File: src/rtl/dot_accumulator_pkg.sv
// Shared types and default widths for the multiply-add stream stages.
// The 32-bit input width must match the upstream multiply-add C output.
package dot_accumulator_pkg;

    typedef enum logic [1:0] {
        IDLE = 2'd0,
        ACC  = 2'd1,
        HOLD = 2'd2
    } state_e;

    localparam int DEF_IN_W  = 32;
    localparam int DEF_ACC_W = 40;
    localparam int DEF_CNT_W = 8;

endpackage

File: src/rtl/dot_accumulator_sat_counter.sv
// Saturating up-counter with synchronous clear and enable.
// It exposes the next count so a consumer can capture it in the same cycle as the increment.
module sat_counter #(
    parameter int CNT_W = 8
) (
    input  logic             clk,
    input  logic             rst_n,
    input  logic             clr,
    input  logic             en,
    output logic [CNT_W-1:0] cnt_next,
    output logic             sat_hit
);

    logic [CNT_W-1:0] cnt_q;
    logic [CNT_W-1:0] cnt_d;
    logic             at_max;

    always_comb begin
        at_max  = (cnt_q == {CNT_W{1'b1}});
        cnt_d   = cnt_q;
        sat_hit = 1'b0;
        if (clr) begin
            cnt_d = '0;
        end else if (en) begin
            if (at_max) begin
                sat_hit = 1'b1;
            end else begin
                cnt_d = cnt_q + 1'b1;
            end
        end
    end

    assign cnt_next = cnt_d;

    always_ff @(posedge clk) begin
        if (!rst_n) begin
            cnt_q <= '0;
        end else begin
            cnt_q <= cnt_d;
        end
    end

endmodule

File: src/rtl/dot_accumulator.sv
// Accumulates a tagged stream of unsigned partial sums into one dot-product result.
// The result is offered on a valid/ready output together with a term count and a sticky overflow flag.
module dot_accumulator
    import dot_accumulator_pkg::*;
#(
    parameter int IN_W  = DEF_IN_W,
    parameter int ACC_W = DEF_ACC_W,
    parameter int CNT_W = DEF_CNT_W
) (
    input  logic             clk,
    input  logic             rst_n,
    input  logic             in_valid,
    output logic             in_ready,
    input  logic [IN_W-1:0]  in_data,
    input  logic             in_last,
    output logic             out_valid,
    input  logic             out_ready,
    output logic [ACC_W-1:0] out_sum,
    output logic [CNT_W-1:0] out_count,
    output logic             out_ovf
);

    localparam int SUM_W = ACC_W + 1;

    state_e           state_q, state_d;
    logic [ACC_W-1:0] acc_q, acc_d;
    logic             ovf_q, ovf_d;
    logic             out_valid_q, out_valid_d;
    logic [ACC_W-1:0] out_sum_q, out_sum_d;
    logic [CNT_W-1:0] out_count_q, out_count_d;
    logic             out_ovf_q, out_ovf_d;

    logic             accept;
    logic             release_result;
    logic [SUM_W-1:0] sum_w;
    logic             ovf_next;
    logic [CNT_W-1:0] cnt_next;
    logic             cnt_sat_hit;

    assign in_ready       = (state_q != HOLD);
    assign accept         = in_valid & in_ready;
    assign release_result = (state_q == HOLD) & out_ready;

    sat_counter #(
        .CNT_W(CNT_W)
    ) u_cnt (
        .clk     (clk),
        .rst_n   (rst_n),
        .clr     (release_result),
        .en      (accept),
        .cnt_next(cnt_next),
        .sat_hit (cnt_sat_hit)
    );

    // The first term of a vector starts from zero so nothing left over in acc can leak in.
    always_comb begin
        if (state_q == IDLE) begin
            sum_w    = SUM_W'(in_data);
            ovf_next = cnt_sat_hit;
        end else begin
            sum_w    = SUM_W'(acc_q) + SUM_W'(in_data);
            ovf_next = ovf_q | sum_w[ACC_W] | cnt_sat_hit;
        end
    end

    always_comb begin
        state_d     = state_q;
        acc_d       = acc_q;
        ovf_d       = ovf_q;
        out_valid_d = out_valid_q;
        out_sum_d   = out_sum_q;
        out_count_d = out_count_q;
        out_ovf_d   = out_ovf_q;
        case (state_q)
            IDLE, ACC: begin
                if (accept) begin
                    acc_d = sum_w[ACC_W-1:0];
                    ovf_d = ovf_next;
                    if (in_last) begin
                        out_valid_d = 1'b1;
                        out_sum_d   = sum_w[ACC_W-1:0];
                        out_count_d = cnt_next;
                        out_ovf_d   = ovf_next;
                        state_d     = HOLD;
                    end else begin
                        state_d = ACC;
                    end
                end
            end
            HOLD: begin
                if (out_ready) begin
                    out_valid_d = 1'b0;
                    acc_d       = '0;
                    ovf_d       = 1'b0;
                    state_d     = IDLE;
                end
            end
            default: state_d = IDLE;
        endcase
    end

    always_ff @(posedge clk) begin
        if (!rst_n) begin
            state_q     <= IDLE;
            acc_q       <= '0;
            ovf_q       <= 1'b0;
            out_valid_q <= 1'b0;
            out_sum_q   <= '0;
            out_count_q <= '0;
            out_ovf_q   <= 1'b0;
        end else begin
            state_q     <= state_d;
            acc_q       <= acc_d;
            ovf_q       <= ovf_d;
            out_valid_q <= out_valid_d;
            out_sum_q   <= out_sum_d;
            out_count_q <= out_count_d;
            out_ovf_q   <= out_ovf_d;
        end
    end

    assign out_valid = out_valid_q;
    assign out_sum   = out_sum_q;
    assign out_count = out_count_q;
    assign out_ovf   = out_ovf_q;

endmodule

File: config.mk
export PLATFORM = sky130hd
export DESIGN_NAME = dot_accumulator
export DESIGN_NICKNAME = d
export VERILOG_FILES = /design/src/rtl/dot_accumulator_pkg.sv /design/src/rtl/dot_accumulator_sat_counter.sv /design/src/rtl/dot_accumulator.sv
export SDC_FILE = /design/constraint.sdc
export NUM_CORES = 1
export LEC_CHECK = 0
export CAP_MARGIN = 20
export CORE_ASPECT_RATIO = 0.75
export CORE_UTILIZATION = 50
export CTS_CLUSTER_SIZE = 24
export DETAILED_ROUTE_END_ITERATION = 16
export PLACE_DENSITY = 0.74
export SLEW_MARGIN = 5
export SYNTH_ARGS = -nofsm -noshare
export SYNTH_HDL_FRONTEND = slang
export SYNTH_SLANG_ARGS = --single-unit
File: constraint.sdc
create_clock -name clk -period 7.9 [get_ports clk]
set_clock_uncertainty 0.05 [all_clocks]
set_input_delay 1.185 -clock clk [delete_from_list [all_inputs] [get_ports clk]]
set_output_delay 1.185 -clock clk [all_outputs]
set_load 0.01 [all_outputs]
==> results_dict.tcl <==
set metrics [dict create \
    outcome "finished, final reports clean" \
    antenna_found_initial 0 \
    maxCapViolations 0 \
    final_common_cell "dfxtp_1" \
    power.switching_uw 450 \
    grt_pass1_vias 5950 \
    htree_levels 3 \
    relSlewSlack_pct 25.6 \
    cts_tree "built" \
    viasPerCell 6.10 \
    synth_cells 801 \
    gr-usage-all-layers_pct 28.9 \
    rows 34 \
    ys_types 70 \
    p_int_uw 960 \
    postPlaceCellArea_mm2 0.00716 \
    finalCritPeriodShare_pct 49.7 \
    clk_pin_slew_ns 0.07 \
    p_per_area_mw_per_mm2 189 \
    dp_hpwl_um 12600 \
    max-vdd-ir-drop_v 0.0000958 \
    drt-total-wl_um 18100 \
    end_kind "flip-flop" \
    fin_tns_setup_ns 0 \
    grt_max_degree 63 \
    initial_core_util_pct 52.5 \
    worstPathRequired_ns 8.08 \
    final_area_mm2 0.00747 \
    syn_area_per_cell_um2 7.78 \
    layout-drive-gt1-share_pct 6.16 \
    combinationalPowerShare_pct 27.4 \
    finalHoldViolCount 0 \
    dp.cells 1006 \
    drv_slew 0 \
    clkPwrFrac_pct 33.0 \
    syn2layout_area_growth_pct 19.9 \
    dr.first_iter.drc_count 490 \
    nFillCells 1038 \
    finalSetupViolCount 0 \
    ant_nets 0 \
    synth-main-ff-cell "dfxtp_1" \
    diodes 0 \
    netlist_area_mm2 0.00623 \
    cts_resized 0 \
    worst-setup-path-type "in -> reg" \
    drc 0 \
    ys_ff_latch 101 \
    die_area_mm2 0.0129 \
    fin_nets 926 \
    clock-sinks 101 \
    cts_max_path_buffers 2 \
    start_kind "primary input" \
    cts_setup_buffers 0 \
    seq_power_share_pct 39.6 \
    die_h_um 98.7 \
    synthArstFlopShare_pct 0 \
    rsz0062_at_grt "no" \
    core_area_mm2 0.0119 \
    crit_arrival_ns 4.11 \
    io_buffers 87 \
    synth-seq-area-share_pct 32.4 \
    final_cell_mix "dfxtp_1, nand2_1, clkdlybuf4s50_1" \
    hold_class "reg -> reg" \
    cts_made_buffers 9 \
    drtPass1Iterations 7 \
    regArea_mm2 0.00202 \
    wl_per_cell_um 17.7 \
    fin_crit_ns 3.93 \
    io_pins 88 \
    layout.cells.non_filler 1022 \
    p_leak_nw 2.88 \
    multi_input_area_mm2 0.00397 \
    place.gp.congestion 0.921 \
    grt_first_pass_wirelength_um 29400 \
    cts-root-buf "clkbuf_16" \
    utilization_pct 63.0 \
    num_vias 6233 \
    fmax_mhz 255 \
    die_width_um 131 \
    worst_pin_slew_ns 1.11 \
    clkLatencyLatePin_ns 0.35 \
    synth_edf_count 0 \
    hold_buffers 0 \
    grt_overflow_total 0 \
    ys.warnings.count 0 \
    timing.hold.ws_ns 0.394 \
    path_max_fanout 3 \
    synth_fp_nets 872 \
    switching_share_pct 31.9 \
]
per-layer routing:
metal	global-route usage (%)	part of all wire [%]
met5	0	0
met4	8.05	1.9
met3	5.54	7.0
met2	46.6	44
met1	39.0	48
sequential cells by signal, summed over array words and instances (netlist names):
name / flops
state_q: 2
out_valid: 1
acc_q: 40
out_count: 8
ovf_q: 1
out_sum: 40
u_cnt.cnt_q: 8
out_ovf: 1
stage by stage:
step | worst slack [ns] | total power, mW
after global placement | 3.73 | 0.939
final | 3.97 | 1.41
after detailed placement | 3.67 | 0.946
after CTS | 4.03 | 1.41
after floorplan | 4.43 | 0.828
after global routing | 3.77 | 1.47
synth_stat cells, drive strengths merged, types with 2 or more instances:
cell type,number,share of area (%)
dfxtp,101,32
nand2,89,5.4
a21oi,83,6.8
nor2,76,4.6
o21ai,61,5.0
clkbuf,41,2.5
nand3,40,3.2
ha,33,6.6
a31oi,20,2.0
nand4,19,1.9
xnor2,18,2.5
a211oi,17,2.0
xor2,15,2.1
a21o,14,1.7
inv,14,0.84
nor3,14,1.2
or3,13,1.3
mux2i,12,1.9
o211ai,10,1.2
and2,9,0.90
buf,9,0.72
and3,8,0.80
a311oi,7,0.98
or2,7,0.70
o21a,6,0.72
a31o,5,0.70
or4,5,0.60
and4,4,0.56
nand2b,4,0.40
nor2b,4,0.44
a2111oi,3,0.82
a211o,3,0.44
a21boi,3,0.36
a222oi,3,0.48
a22oi,3,0.36
o22ai,3,0.30
o31a,3,0.42
a41oi,2,0.40
nand3b,2,0.24
o221a,2,0.36
o31ai,2,0.24
critical path: stages:
cell and delay, ns:
clkdlybuf4s50_1 0.48, ha_1 0.19, fa_1 0.25, a211oi_1 0.13, o21ai_1 0.25, nand3_1 0.20, a2111oi_2 0.65, o31ai_1 0.19
xnor2_1 0.17, a222oi_1 0.34, nor2_1 0.07
layout make-up:
class,instances,area share [%]
multi-input cells,636,53.1
flip-flops and latches,101,27.1
repair buffers,93,12.3
clock buffers,12,3.43
well taps,162,2.71
clock inverters,4,0.703
inverters,14,0.703
power by group through the flow:
stage,logic (mW),clock network [mW],registers (mW)
finish,0.386,0.466,0.558
global route,0.421,0.492,0.561
CTS,0.380,0.472,0.558
detailed placement,0.377,0,0.569
global placement,0.371,0,0.568
floorplan,0.257,0,0.571
path summary, 6_finish.rpt:
| path | start | endpoint | slack (ns) | depth (start not counted) |
|---|---|---|---|---|
| worst min-delay path | out_sum[34] | out_sum[34] | 0.39 | 2 |
| worst min register to register | out_sum[34] | out_sum[34] | 0.39 | 2 |
| worst max register to register | acc_q[0] | acc_q[12] | 4.95 | 10 |
| worst max-delay path | in_data[0] | acc_q[26] | 3.97 | 11 |
cell families (layout without fill, tap and decap cells):
group / Yosys count / count (layout) / share of synthesized area (%)
AO/OA/AOI/OAI: 260 / 260 / 27.3
adder cells (fa/ha/maj): 34 / 34 / 6.94
multiplexers: 13 / 13 / 2.11
AND/OR/NAND/NOR: 296 / 296 / 22.5
flip-flops: 101 / 101 / 32.4
buffers and inverters: 64 / 123 / 4.05
XOR/XNOR: 33 / 33 / 4.64
Power figures use the tool's default switching activity.
